===== src/rtl/uart_tx_param.sv =====
// uart_tx_param: parameterised UART transmitter (start, DATA_BITS data LSB first,
// optional parity, STOP_BITS stop). Optional parity bit is compiled in with the
// macro UART_TX_PARITY_EN; without it the frame carries no parity bit.
module uart_tx_param #(
    parameter int CLK_FREQ   = 1000000,
    parameter int BAUD_RATE  = 9600,
    parameter int DATA_BITS  = 8,
    parameter int STOP_BITS  = 1,
    parameter int PARITY_ODD = 0
) (
    input  logic                 clk,
    input  logic                 rst_n,
    input  logic                 tx_valid,
    input  logic [DATA_BITS-1:0] tx_data,
    output logic                 tx_ready,
    output logic                 tx,
    output logic                 tx_busy
);

    localparam int BAUD_DIV = CLK_FREQ / BAUD_RATE;
    localparam int CNT_W    = ($clog2(BAUD_DIV) > 16) ? $clog2(BAUD_DIV) : 16;
    localparam logic [CNT_W-1:0] BAUD_LAST = CNT_W'(BAUD_DIV - 1);
    localparam logic [3:0]       DATA_LAST = 4'(DATA_BITS - 1);
    localparam logic [3:0]       STOP_LAST = 4'(STOP_BITS - 1);

    // Reject configurations the frame logic cannot represent.
    if (BAUD_DIV < 2) begin : g_bad_div
        $error("uart_tx_param: CLK_FREQ / BAUD_RATE must be at least 2");
    end
    if (DATA_BITS < 5 || DATA_BITS > 9) begin : g_bad_data
        $error("uart_tx_param: DATA_BITS must be 5..9");
    end
    if (STOP_BITS < 1 || STOP_BITS > 2) begin : g_bad_stop
        $error("uart_tx_param: STOP_BITS must be 1 or 2");
    end
    if (PARITY_ODD != 0 && PARITY_ODD != 1) begin : g_bad_par
        $error("uart_tx_param: PARITY_ODD must be 0 or 1");
    end

    typedef enum logic [2:0] {
        IDLE   = 3'd0,
        START  = 3'd1,
        DATA   = 3'd2,
`ifdef UART_TX_PARITY_EN
        PARITY = 3'd4,
`endif
        STOP   = 3'd3
    } state_t;

    state_t               state, state_d;
    logic [CNT_W-1:0]     baud_cnt;
    logic [3:0]           bit_cnt;
    logic [DATA_BITS-1:0] shreg;
    logic                 tx_q;
    logic                 busy_q;
    logic                 ready_en;
`ifdef UART_TX_PARITY_EN
    logic                 par_q;
`endif

    logic baud_tick, last_data, last_stop, accept;
    assign baud_tick = (baud_cnt == BAUD_LAST);
    assign last_data = (bit_cnt == DATA_LAST);
    assign last_stop = (bit_cnt == STOP_LAST);
    assign accept    = tx_valid && tx_ready;

    // State register; reset aborts any frame in progress.
    always_ff @(posedge clk or negedge rst_n) begin
        if (!rst_n) state <= IDLE;
        else        state <= state_d;
    end

    // Next-state: every non-idle transition happens on a bit boundary.
    always_comb begin
        state_d = state;
        case (state)
            IDLE:   if (accept) state_d = START;
            START:  if (baud_tick) state_d = DATA;
`ifdef UART_TX_PARITY_EN
            DATA:   if (baud_tick && last_data) state_d = PARITY;
            PARITY: if (baud_tick) state_d = STOP;
`else
            DATA:   if (baud_tick && last_data) state_d = STOP;
`endif
            STOP:   if (baud_tick && last_stop) state_d = IDLE;
            default: state_d = IDLE;
        endcase
    end

    // Baud/bit counters and the registered line and busy flags.
    always_ff @(posedge clk or negedge rst_n) begin
        if (!rst_n) begin
            baud_cnt <= '0;
            bit_cnt  <= '0;
            tx_q     <= 1'b1;
            busy_q   <= 1'b0;
            ready_en <= 1'b0;
        end else begin
            ready_en <= 1'b1;
            if (state == IDLE) baud_cnt <= '0;
            else if (baud_tick) baud_cnt <= '0;
            else baud_cnt <= baud_cnt + 1'b1;
            case (state)
                IDLE: begin
                    bit_cnt <= '0;
                    if (accept) begin
                        tx_q   <= 1'b0;
                        busy_q <= 1'b1;
                    end
                end
                START: if (baud_tick) begin
                    bit_cnt <= '0;
                    tx_q    <= shreg[0];
                end
                DATA: if (baud_tick) begin
                    if (last_data) begin
                        bit_cnt <= '0;
`ifdef UART_TX_PARITY_EN
                        tx_q    <= par_q;
`else
                        tx_q    <= 1'b1;
`endif
                    end else begin
                        bit_cnt <= bit_cnt + 1'b1;
                        tx_q    <= shreg[0];
                    end
                end
`ifdef UART_TX_PARITY_EN
                PARITY: if (baud_tick) begin
                    bit_cnt <= '0;
                    tx_q    <= 1'b1;
                end
`endif
                STOP: if (baud_tick) begin
                    if (last_stop) begin
                        bit_cnt <= '0;
                        busy_q  <= 1'b0;
                    end else begin
                        bit_cnt <= bit_cnt + 1'b1;
                    end
                end
                default: bit_cnt <= '0;
            endcase
        end
    end

    // Data shift register (and parity) captured on transfer, shifted per data bit.
    always_ff @(posedge clk) begin
        if (accept) begin
            shreg <= tx_data;
`ifdef UART_TX_PARITY_EN
            par_q <= (^tx_data) ^ (PARITY_ODD != 0);
`endif
        end else if (baud_tick && (state == START || (state == DATA && !last_data))) begin
            shreg <= shreg >> 1;
        end
    end

    // Outputs: ready only in IDLE once out of reset; line and busy come from registers.
    always_comb begin
        tx_ready = ready_en && (state == IDLE);
        tx       = tx_q;
        tx_busy  = busy_q;
    end

endmodule


===== config.mk =====
export PLATFORM = sky130hd
export DESIGN_NAME = uart_tx_param
export DESIGN_NICKNAME = d
export VERILOG_FILES = /design/src/rtl/uart_tx_param.sv
export SDC_FILE = /design/constraint.sdc
export NUM_CORES = 1
export LEC_CHECK = 0
export CAP_MARGIN = 10
export CORE_UTILIZATION = 35
export CTS_CLUSTER_DIAMETER = 150
export DETAILED_ROUTE_END_ITERATION = 6
export GPL_ROUTABILITY_DRIVEN = 0
export PLACE_DENSITY = 0.58
export SLEW_MARGIN = 20
export SYNTH_ARGS = -nofsm -noshare
export SYNTH_HDL_FRONTEND = slang
export SYNTH_SLANG_ARGS = --single-unit

===== constraint.sdc =====
create_clock -name clk -period 3.6 [get_ports clk]
set_clock_uncertainty 0.2 [all_clocks]
set_input_delay 1.08 -clock clk [delete_from_list [all_inputs] [get_ports clk]]
set_output_delay 1.08 -clock clk [all_outputs]
set_load 0.03 [all_outputs]

==> results of run 1 <==
## area by class of cell
type / count / area [um2] / share of cell area [%]
inverters: 6 / 22.5 / 1.09
flip-flops and latches: 33 / 867 / 42.2
clock inverters: 3 / 12.5 / 0.608
repair buffers: 14 / 138 / 6.69
well taps: 67 / 83.8 / 4.08
multi-input cells: 118 / 865 / 42.0
clock buffers: 5 / 68.8 / 3.35
## worst paths after layout
check / cells past startpoint / startpoint / to / slack, ns
max in group asynchronous: 2 / rst_n / tx / 1.94
min in group asynchronous: 2 / rst_n / ready_en / 0.97
max: 4 / state[1] / tx_ready / 0.42
min reg2reg: 1 / baud_cnt[0] / baud_cnt[0] / 0.29
max reg2reg: 4 / baud_cnt[0] / shreg[1] / 1.07
min: 1 / baud_cnt[0] / baud_cnt[0] / 0.29
## cell families (layout without fill, tap and decap cells)
logic type	Yosys count	in the layout
buffers and inverters	9	28
flip-flops	33	33
AO/OA/AOI/OAI	15	15
adder cells (fa/ha/maj)	8	8
other	1	1
XOR/XNOR	13	13
AND/OR/NAND/NOR	69	69
multiplexers	12	12
## Yosys cell counts, drive strengths merged (2+ instances only)
| cell | n | area (um2) |
|---|---|---|
| and3 | 2 | 12.5 |
| and2 | 2 | 12.5 |
| xnor2 | 7 | 61.3 |
| nor3 | 5 | 30.0 |
| o21ai | 4 | 20.0 |
| nor2 | 20 | 75.1 |
| edfxtp | 8 | 240 |
| nor4 | 2 | 27.5 |
| and4 | 3 | 27.5 |
| mux2i | 3 | 30.0 |
| a21oi | 5 | 25.0 |
| nand3 | 9 | 45.0 |
| mux2 | 9 | 101 |
| ha | 8 | 100 |
| inv | 6 | 22.5 |
| dfrtp | 24 | 601 |
| a211oi | 2 | 20.0 |
| nand4 | 4 | 40.0 |
| buf | 3 | 17.5 |
| nand2 | 9 | 33.8 |
| xor2 | 6 | 52.6 |
| and4bb | 2 | 25.0 |
| nor4b | 2 | 23.8 |
## stage by stage
| stage | std cells | total power, mW | instance area, um2 | utilization, % | hold slack [ns] |
|---|---|---|---|---|---|
| 4_1_cts | 246 | 0.672 | 2060 | 43.0 | 0.291 |
| 2_1_floorplan | 160 | 0.390 | 1770 | - | 0.245 |
| 3_5_place_dp | 238 | 0.408 | 1980 | 41.3 | 0.277 |
| 6_report | 246 | 0.658 | 2060 | 43.0 | 0.289 |
| 3_3_place_gp | 238 | 0.407 | 1980 | 41.3 | 0.268 |
| 5_1_grt | 246 | 0.691 | 2060 | 43.0 | 0.335 |
## flip-flops by register name (all words and copies together) (netlist names)
register / cells
baud_cnt: 16
state: 2
tx: 1
shreg: 8
ready_en: 1
tx_busy: 1
bit_cnt: 4
## per-layer routing
layer	vias to the layer above	GRT usage (%)
met5	-	0
li1	606	-
met3	7	4.28
met4	0	5.88
met1	553	17.0
met2	20	21.9
## critical path, stage by stage (launching register included)
cell	delay [ns]
dfrtp_1	0.42
inv_1	0.10
ha_1	0.20
and2_0	0.21
clkdlybuf4s50_1	0.69
## power groups by stage
stage / sequential [mW] / combinational (mW) / clock, mW
2_1_floorplan: 0.390 / 0.000213 / 0
5_1_grt: 0.382 / 0.0196 / 0.289
6_report: 0.383 / 0.0175 / 0.258
3_3_place_gp: 0.390 / 0.0176 / 0
4_1_cts: 0.382 / 0.0180 / 0.272
3_5_place_dp: 0.390 / 0.0180 / 0
==> metrics.txt, run 1 <==
Seq/Total Area, Yosys 48.9%; Core Region 4790 um2; Post-Synth XOR/XNOR Area 6.43%; Rel. slew slack 27.8%; Synth Area in Adders 5.65%; Tmin final 3.18 ns; First-pass DRT Iterations 4; net switching fraction of the power 20.6%; M1 WL 1.53 mm; status complete, no violations; Synth Area in Compound Gates 5.37%; initial core utilization 37.0%; combinational share of power 2.7%; Synthesis Warnings 0; largest net degree at the start of global routing 26; Post-synth EDFFs 8; Post-synth ARST share 75.8%; vias in the first global route 1167; f_max 314 MHz; # setup viols final 0; Total GRT Usage 13.7%; RSZ-0062 raised after global routing false; mux contribution to synthesized area 7.42%; DIE WIDTH 73.1 um; I/O pins 14; drt initial violations 86; part of the power in registers 58.2%; clock sink count 33; Synth cell types 48; static leakage 0.804 nW; Port-buffer cells 13; post-cts sizing count 0; FP Rows 25; global route overflow 0; commonest register cell after synthesis dfrtp_1; hpwl dp 2.33 mm; average size of a mapped cell 11.1 um2; area grow syn2layout 16.1%; Critical Path RT 2.32 ns; Bufs on Longest Clock Path 2; Max-Cap Viols 0; clock share of power 39.2%; commonest cells after routing, fill and taps aside dfrtp_1, nor2_1, clkdlybuf4s50_1; drt drc 0; syn nets 179; Worst Path Arrival 1.90 ns; DR vias 1186; worst-margin pin slew 1.07 ns; Post-Syn Instances 160; HP Class register to register; most common cell after layout, fill and taps aside dfrtp_1; DIE AREA 5350 um2; final WL 3.18 mm; top sig layer met4; period utilisation layout 88.4%; routed wl met3 130 um; nets@finish 197; WS Path Type register to output pin; DR WL met2 1.47 mm; number of synthesized register bits 33; WL per Instance 12.9 um; setup TNS 0 ns; fraction of layout cells with a size suffix above 1 12.8%; antenna diode count 0; Detail Route Antenna Nets 0; setup ws final 0.418 ns; startpoint types register; H-tree levels 2; CTS buffer count 5; Root Driver clkbuf_8; Mapped Area 1770 um2; Power Density 320 nW/um2; hold-fix buffer count after cts 0; Fillers 447; vias per cell 4.82; total setup buffers inserted after CTS 0; CTS tree built; final hold violation count 0; Worst-path clk slew 0.07 ns; Skew-Pair Late Insertion Delay 0.28 ns; net load switching power 0.135 mW; CP Capture Type output pin; Internal 0.522 mW; Setup WS pre-CTS 0.707 ns; Die H 73.1 um; initial antenna violation count 0; crit-path max FO 5; first-pass GRT wire length 5.40 mm; Slew Limit Fails 0; worst IR drop on VDD 142 uV; largest family of logic cells by synthesized area simple AND/OR/NAND/NOR gates; Simple-Gate Fraction of Synth Area 23.7%
Note: power is estimated with default switching activity, not from simulation.
==> run 2: changes to the inputs <==
==> constraint.sdc (replaced) <==
create_clock -name clk -period 3.55 [get_ports clk]
set_clock_uncertainty 0.2 [all_clocks]
set_input_delay 1.065 -clock clk [delete_from_list [all_inputs] [get_ports clk]]
set_output_delay 1.065 -clock clk [all_outputs]
set_load 0.03 [all_outputs]
==> results of run 2 <==
The final DEF is identical to that of run 1. Status: complete, no violations.
Main changes from that run: setup slack after placement 0.707 ns -> 0.672 ns; setup slack after layout 0.418 ns -> 0.383 ns; register-to-register setup slack 1.07 ns -> 1.02 ns; total power 0.658 mW -> 0.667 mW; worst IR drop on VDD 142 uV -> 144 uV
